## src/rtl/mem_stage_ctrl.sv

```systemverilog
// rtl/mem_stage_ctrl.sv - M-stage data-memory request controller
module mem_stage_ctrl #(
  parameter bit ALIGN_CHECK = 1'b1
) (
  input  logic        i_clk,
  input  logic        i_rst,
  input  logic [31:0] i_e_va,
  input  logic        i_m_valid,
  input  logic        i_m_load,
  input  logic        i_m_store,
  input  logic [2:0]  i_m_op,
  input  logic [31:0] i_m_pa,
  input  logic        i_m_cached,
  input  logic [31:0] i_m_wdata,
  input  logic        i_wb_stall,
  input  logic        i_flush,
  output logic [31:0] o_d_va,
  output logic [31:0] o_d_phyaddr,
  output logic        o_d_cached,
  output logic        o_d_read,
  output logic        o_d_write,
  output logic [2:0]  o_d_size,
  output logic [31:0] o_d_indata,
  input  logic [31:0] i_d_outdata,
  input  logic        i_d_valid,
  output logic        o_stall,
  output logic [31:0] o_load_data,
  output logic        o_adel,
  output logic        o_ades
);

  typedef enum logic [1:0] {S_IDLE, S_WAIT, S_DONE, S_DRAIN} state_t;

  state_t      state_q, state_d;
  logic [31:0] cap_pa_q, cap_pa_d;
  logic [2:0]  cap_op_q, cap_op_d;
  logic        cap_cached_q, cap_cached_d;
  logic        cap_read_q, cap_read_d;
  logic        cap_write_q, cap_write_d;
  logic [31:0] cap_data_q, cap_data_d;
  logic [31:0] ld_latch_q, ld_latch_d;

  logic misaligned;
  logic req;

  function automatic logic [31:0] lane_data(input logic [1:0] sz, input logic [31:0] w);
    case (sz)
      2'b00:   lane_data = {4{w[7:0]}};
      2'b01:   lane_data = {2{w[15:0]}};
      default: lane_data = w;
    endcase
  endfunction

  function automatic logic [31:0] load_extract(input logic [2:0] op, input logic [1:0] a,
                                               input logic [31:0] d);
    logic [7:0]  b;
    logic [15:0] h;
    b = d[{a, 3'b000} +: 8];
    h = a[1] ? d[31:16] : d[15:0];
    case (op[1:0])
      2'b00:   load_extract = op[2] ? {24'b0, b} : {{24{b[7]}}, b};
      2'b01:   load_extract = op[2] ? {16'b0, h} : {{16{h[15]}}, h};
      default: load_extract = d;
    endcase
  endfunction

  assign misaligned = ALIGN_CHECK &&
                      ((i_m_op[1:0] == 2'b01 && i_m_pa[0]) ||
                       (i_m_op[1:0] == 2'b10 && i_m_pa[1:0] != 2'b00));
  assign req = i_m_valid && (i_m_load || i_m_store) && !misaligned && !i_flush &&
               (state_q == S_IDLE || state_q == S_WAIT);

  assign o_d_va = i_e_va;
  assign o_adel = i_m_valid && i_m_load && misaligned;
  assign o_ades = i_m_valid && i_m_store && misaligned;

  always_comb begin
    state_d      = state_q;
    cap_pa_d     = cap_pa_q;
    cap_op_d     = cap_op_q;
    cap_cached_d = cap_cached_q;
    cap_read_d   = cap_read_q;
    cap_write_d  = cap_write_q;
    cap_data_d   = cap_data_q;
    ld_latch_d   = ld_latch_q;
    o_d_phyaddr  = 32'b0;
    o_d_cached   = 1'b0;
    o_d_read     = 1'b0;
    o_d_write    = 1'b0;
    o_d_size     = 3'b0;
    o_d_indata   = 32'b0;
    o_stall      = 1'b0;
    o_load_data  = 32'b0;

    // Outside IDLE the subsystem sees the captured copy so nothing moves mid-access.
    if (state_q != S_IDLE) begin
      o_d_phyaddr = cap_pa_q;
      o_d_cached  = cap_cached_q;
      o_d_size    = {1'b0, cap_op_q[1:0]};
      o_d_indata  = cap_data_q;
      o_d_read    = cap_read_q && state_q != S_DONE;
      o_d_write   = cap_write_q && state_q != S_DONE;
    end

    case (state_q)
      S_IDLE: begin
        if (req) begin
          o_d_phyaddr  = i_m_pa;
          o_d_cached   = i_m_cached;
          o_d_size     = {1'b0, i_m_op[1:0]};
          o_d_indata   = lane_data(i_m_op[1:0], i_m_wdata);
          o_d_read     = i_m_load;
          o_d_write    = i_m_store;
          cap_pa_d     = i_m_pa;
          cap_op_d     = i_m_op;
          cap_cached_d = i_m_cached;
          cap_read_d   = i_m_load;
          cap_write_d  = i_m_store;
          cap_data_d   = lane_data(i_m_op[1:0], i_m_wdata);
          if (i_d_valid) begin
            o_load_data = load_extract(i_m_op, i_m_pa[1:0], i_d_outdata);
            if (i_wb_stall) begin
              ld_latch_d = o_load_data;
              state_d    = S_DONE;
            end
          end else begin
            o_stall = 1'b1;
            state_d = S_WAIT;
          end
        end
      end
      S_WAIT: begin
        if (i_d_valid) begin
          o_load_data = load_extract(cap_op_q, cap_pa_q[1:0], i_d_outdata);
          ld_latch_d  = o_load_data;
          state_d     = i_wb_stall ? S_DONE : S_IDLE;
        end else begin
          o_stall = 1'b1;
          if (i_flush) state_d = S_DRAIN;
        end
      end
      S_DONE: begin
        o_load_data = ld_latch_q;
        if (i_flush || !i_wb_stall) state_d = S_IDLE;
      end
      S_DRAIN: begin
        o_stall = 1'b1;
        if (i_d_valid) state_d = S_IDLE;
      end
      default: state_d = S_IDLE;
    endcase
  end

  always_ff @(posedge i_clk) begin
    if (i_rst) begin
      state_q      <= S_IDLE;
      cap_pa_q     <= 32'b0;
      cap_op_q     <= 3'b0;
      cap_cached_q <= 1'b0;
      cap_read_q   <= 1'b0;
      cap_write_q  <= 1'b0;
      cap_data_q   <= 32'b0;
      ld_latch_q   <= 32'b0;
    end else begin
      state_q      <= state_d;
      cap_pa_q     <= cap_pa_d;
      cap_op_q     <= cap_op_d;
      cap_cached_q <= cap_cached_d;
      cap_read_q   <= cap_read_d;
      cap_write_q  <= cap_write_d;
      cap_data_q   <= cap_data_d;
      ld_latch_q   <= ld_latch_d;
    end
  end

endmodule

```

## config.mk

```make
export PLATFORM = sky130hd
export DESIGN_NAME = mem_stage_ctrl
export DESIGN_NICKNAME = d
export VERILOG_FILES = /design/src/rtl/mem_stage_ctrl.sv
export SDC_FILE = /design/constraint.sdc
export NUM_CORES = 1
export LEC_CHECK = 0
export CAP_MARGIN = 20
export CORE_MARGIN = 4
export CORE_UTILIZATION = 30
export CTS_CLUSTER_DIAMETER = 120
export DETAILED_ROUTE_END_ITERATION = 7
export PLACE_DENSITY = 0.6
export SYNTH_ARGS = -nofsm -noshare
export SYNTH_HDL_FRONTEND = slang
export SYNTH_SLANG_ARGS = --single-unit
```

## constraint.sdc

```tcl
create_clock -name i_clk -period 4.4 [get_ports i_clk]
set_input_delay 1.32 -clock i_clk [delete_from_list [all_inputs] [get_ports i_clk]]
set_output_delay 1.32 -clock i_clk [all_outputs]
set_load 0.005 [all_outputs]
```

After elaboration in Yosys (flattened, before gate mapping)
Index checks and enable logic that the tools add are counted.
- flip-flop bits (word level): 104
- input port bits: 140
- word-level logic and storage cells: 101
- equality and inequality tests: 15
- shift-type cells: 2
- mux-type cells: 48
- reductions and logical operators: 28
- operators with widths (operator ; number):
    $mux W32 ; 17
    $pmux W32 S2 ; 4
    $pmux W32 S3 ; 1
    $shiftx A32 B6 Y8 ; 2
    $mux W16 ; 2
    $mux W2 ; 9
    $ne A2 B2 Y1 const B ; 7
    $logic_and A1 B1 Y1 ; 12
    $mux W1 ; 11
    $reduce_and A5 Y1 ; 2
    $pmux W2 S4 ; 1
    $eq A2 B1 Y1 const B ; 3
    $eq A2 B2 Y1 const B ; 3
    $logic_not A2 Y1 ; 3
    $mux W3 ; 2
    $ne A3 B3 Y1 const B ; 2
    $reduce_bool A2 Y1 ; 3
    $logic_or A1 B1 Y1 ; 4
    $logic_not A1 Y1 ; 3
    $pmux W1 S3 ; 1
    $reduce_and A2 Y1 ; 1

Logic depth before layout (Yosys ltp)
- word-level depth: 9
- depth in mapped cells: 10
- depth with buffers taken out: 5

Worst setup path after synthesis
No wires, ideal clock.
- kind: input to output
- from: input port i_m_pa[1]
- to: output port o_load_data[9]
- arrival: 2688 ps
- required time: 3080 ps
- slack: 392 ps
- cell stages on the path: 6
- buffers on the path: 1
- path through: mux4_2 -> and3b_1 -> buf_2 -> a221o_1 -> a32oi_1 -> a22oi_1
- longest elaborated chain between the ends: 9
- RTL lines (item ; line ; source):
    start: declaration ; 12 ; input logic [31:0] i_m_pa,
    branches (longest 7 deep; another with $shiftx A32 B6 Y8) ; n/a ;
    $mux W32 * ; 107 ; if (req) begin
    $pmux W32 S3 * ; 105 ; case (state_q)
    end: declaration ; 27 ; output logic [31:0] o_load_data,
Mark *: on every way between the ends.

Worst setup path in the final report
- from: input port i_d_outdata[17]
- to: output port o_load_data[1]
- longest elaborated chain between the ends: 6
- RTL lines (item ; line ; source):
    start: declaration ; 24 ; input logic [31:0] i_d_outdata,
    $shiftx A32 B6 Y8 or $mux W16 (tied branches) ; 58, 59 ;
    $mux W32, on equally long branches ; 61, 62 ;
    $pmux W32 S2 ; 60 ; case (op[1:0])
    $mux W32 ; 120 ; if (i_d_valid) begin
    $mux W32 ; 107 ;
    $pmux W32 S3 * ; 105 ;
Mark *: on every way between the ends. The rest lies on a longest branch, timed or not.

==> flow_summary.yaml <==
outcome:
  outcome: "complete, no violations"
timing:
  final-hold-violation-count: 0
  clock_skew_ns: 0.0104
  min_period_over_period: 0.991
  slew-limit-headroom: 0.424
  setup_viol_count_final: 0
  setup_tns_ns: 0
  min_clock_period_post_route_ns: 4.36
  timing_worst_slew_pin_value_ns: 0.863
  max_clock_freq_ghz: 0.229
  total_count_of_max_transition_violations_in_the_final_report: 0
  setup_slack_ns: 0.0375
clock_network:
  cts.htree.levels: 3
  clk_path_buf_depth: 2
  cts_hold_buf: 0
  cts.root.buffer_cell: "sky130_fd_sc_hd__clkbuf_16"
  source_to_sink_clock_delay_at_the_later_pin_of_the_worst_skew_pair_ns: 0.35
  cts_made_buffers: 9
  worst_setup_hold_path_clk_slew_ns: 0.08
  cts_tree: "done"
  cts.sink_count: 104
die:
  floorplan.die.height_um: 162
  rows: 56
  core_area_um2: 23500
  full_die_area_um2: 26400
  initial_util: 0.305
  io_pins: 277
  die_width_um: 162
synth:
  synth-warning-count: 0
  dominantRegCellSynth: "sky130_fd_sc_hd__dfxtp_1"
  synth_sequential_area_ratio: 0.291
  post_synth_instance_area_um2: 7160
  synth_fp_nets: 1167
  synth_area_leader_cell: "sky130_fd_sc_hd__dfxtp_1"
  async_reset_ff_frac: 0
  synth_instances: 1027
  post-synth-top-area-fraction: 0.291
  synth-seq-cells: 104
  syn-mean-instance-area_um2: 6.97
  synth_area_leaders: "sky130_fd_sc_hd__dfxtp_1, sky130_fd_sc_hd__nand2_1, sky130_fd_sc_hd__a21oi_1, sky130_fd_sc_hd__mux2i_1, sky130_fd_sc_hd__buf_4"
  yosysUniqueCellTypes: 61
  synth-edff-count: 0
finish:
  final_area_um2: 11300
  drive_gt1_frac: 0.277
  post_layout_net_count: 1491
  register_area_um2: 2080
  multi_input_comb_area_um2: 4620
  commonest_cells_after_routing_fill_and_taps_aside: "sky130_fd_sc_hd__nand2_1, sky130_fd_sc_hd__buf_4, sky130_fd_sc_hd__a21oi_1"
  filler_cell_count: 2407
  num_antenna_cells: 0
  synthToLayoutAreaGrowth_pct: 57.7
  post_route_core_utilization: 0.481
  mostFrequentLayoutCell: "sky130_fd_sc_hd__nand2_1"
worst_setup_path:
  highest_delay_cell_along_the_critical_path: "sky130_fd_sc_hd__mux4_2"
  r2r-start: "state_q[1]$_SDFFE_PP0P_"
  critical_path.reg2reg.endpoint: "ld_latch_q[11]$_SDFFE_PP0P_"
  worst-r2r-cell-count: 11
  cp_cell_sequence: "clkdlybuf4s50_1 -> mux4_2 -> nor2_1 -> o32ai_2 -> a22o_1 -> dlygate4sd2_1"
  worst-endpoint-arrival_ns: 3.04
  crit_path_end_kind: "output pin"
  cpPeakStageDelay_ns: 0.49
  reg2reg_setup_slack_ns: 1.70
  timing.critical_path.from_type: "input pin"
  critical_path.max_fanout: 2
  timing_worst_setup_path_type: "input pin to output pin"
  worst-endpoint-required_ns: 3.08
place:
  post_dp_cell_area_um2: 10500
  numPortBuffers: 211
  hpwl_mm: 20.7
  pre_cts_slack_ns: -0.708
  place_congestion: 0.878
global_route:
  grt_pass1_wl_mm: 47.2
  grt-busiest-layer: "met2"
  antenna_found_initial: 0
  grt_overflow_total: 0
  gr-usage-all-layers: 0.223
  grtUsageMet1: 0.277
  use_met3: 0.0575
  grt_start_max_net_pins: 64
  grt_pass1_vias: 8550
  grt.met2_usage: 0.382
power:
  combinationalPowerShare: 0.290
  power_density_nw_per_um2: 233
  p_sw_frac: 0.309
  ir_worst_vdd_uv: 234
  sequentialPowerShare: 0.381
  power_leakage_nw: 5.08
  total_switching_power_mw: 0.814
  cellInternalPower_mw: 1.82
  totalPowerFinal_mw: 2.63
  pwr-share-clk: 0.329
route:
  avgRoutedWirePerCell_um: 18.1
  drcViolationCount: 0
  route.antenna.remaining_nets: 0
  vias: 8666
  drt_iter0_drc: 655
  wirelength_routed_mm: 30.3
  firstDrtPassIters: 7
  viasPerCell: 5.18
worst_hold_path:
  whs_path_depth: 2
  min-delay-path-class: "register to register"
  hold_start: "cap_data_q[0]$_SDFFE_PP0P_"
  worst_hold_path.endpoint: "cap_data_q[0]$_SDFFE_PP0P_"
run:
  drv_cap: 0
[worst max-delay path by stage]
stage,from,endpoint,cells after the start
detailed placement,i_m_pa[1],o_load_data[12],9
finish,i_d_outdata[17],o_load_data[1],6
global placement,i_m_pa[1],o_load_data[12],9
CTS,i_flush,o_load_data[21],11
global route,i_d_outdata[4],o_load_data[4],7
floorplan,i_m_pa[1],o_load_data[9],6
[timing repair]
item / in CTS / in global routing
cloned: 9 / 0
endpoints found under the setup margin: 102 / 55
resized for setup: 361 / 52
endpoints found under the hold margin: 0 / 0
pin swaps: 26 / 18
setup buffers: 34 / 3
[power groups by stage]
stage,Combinational (mW),Sequential [mW],Clock (mW)
after floorplan,0.328,1.02,0
after global placement,0.699,1.02,0
after detailed placement,0.701,1.03,0
after CTS,0.753,1.00,0.891
after global routing,0.823,1.01,0.914
final,0.764,1.00,0.866
[critical path, delay by kind of cell]
kind | cells | cell delay [ns]
muxes | 1 | 0.49
AOI/OAI and AO/OA | 2 | 0.32
and+or+nand+nor | 1 | 0.18
buffers and inverters | 2 | 0.74
[state kept, by name, summed over array words and instances (netlist names)]
signal,cells
cap_cached_q,1
cap_read_q,1
state_q,2
cap_pa_q,32
ld_latch_q,32
cap_op_q,3
cap_data_q,32
cap_write_q,1
[area by class of cell]
type,count,share of cell area
inverters,9,0.00299
clock inverters,6,0.00665
flip-flops and latches,104,0.184
multi-input cells,792,0.409
repair buffers,435,0.342
clock buffers,9,0.0199
well taps,319,0.0353
[cells in the mapped netlist (7+ instances only)]
cell / n
sky130_fd_sc_hd__nand2_1: 323
sky130_fd_sc_hd__a221o_1: 22
sky130_fd_sc_hd__a311oi_1: 11
sky130_fd_sc_hd__nor2b_1: 11
sky130_fd_sc_hd__buf_2: 27
sky130_fd_sc_hd__mux2i_1: 33
sky130_fd_sc_hd__nand2b_1: 11
sky130_fd_sc_hd__dfxtp_1: 104
sky130_fd_sc_hd__a211oi_1: 17
sky130_fd_sc_hd__nor2_1: 57
sky130_fd_sc_hd__mux4_2: 7
sky130_fd_sc_hd__a211o_1: 16
sky130_fd_sc_hd__o21ai_0: 48
sky130_fd_sc_hd__o21bai_1: 7
sky130_fd_sc_hd__o22ai_1: 9
sky130_fd_sc_hd__clkbuf_1: 55
sky130_fd_sc_hd__a22oi_1: 8
sky130_fd_sc_hd__inv_1: 8
sky130_fd_sc_hd__a21oi_1: 116
sky130_fd_sc_hd__buf_4: 35
sky130_fd_sc_hd__a22o_1: 14
[layer usage]
metal  share of wire  wire length [um]
met2            0.48             14700
met3           0.079              2410
met5               0                 0
met1            0.41             12500
met4           0.024               739
[logic make-up (layout without fill, tap and decap cells)]
group                  after synthesis  in the layout  synth area share
flip-flops                         104            104             0.291
multiplexers                        43             43            0.0729
AND/OR/NAND/NOR                    436            437             0.250
other                                1              1          0.000524
buffers and inverters              132            459            0.0923
AO/OA/AOI/OAI                      311            311             0.294
[metrics by stage]
step | hold WS, ns | instances
2_1_floorplan | 0.432 | 1027
3_3_place_gp | 0.440 | 1614
3_5_place_dp | 0.445 | 1614
4_1_cts | 0.458 | 1672
5_1_grt | 0.474 | 1674
6_report | 0.457 | 1674
Power figures use the tool's default switching activity.
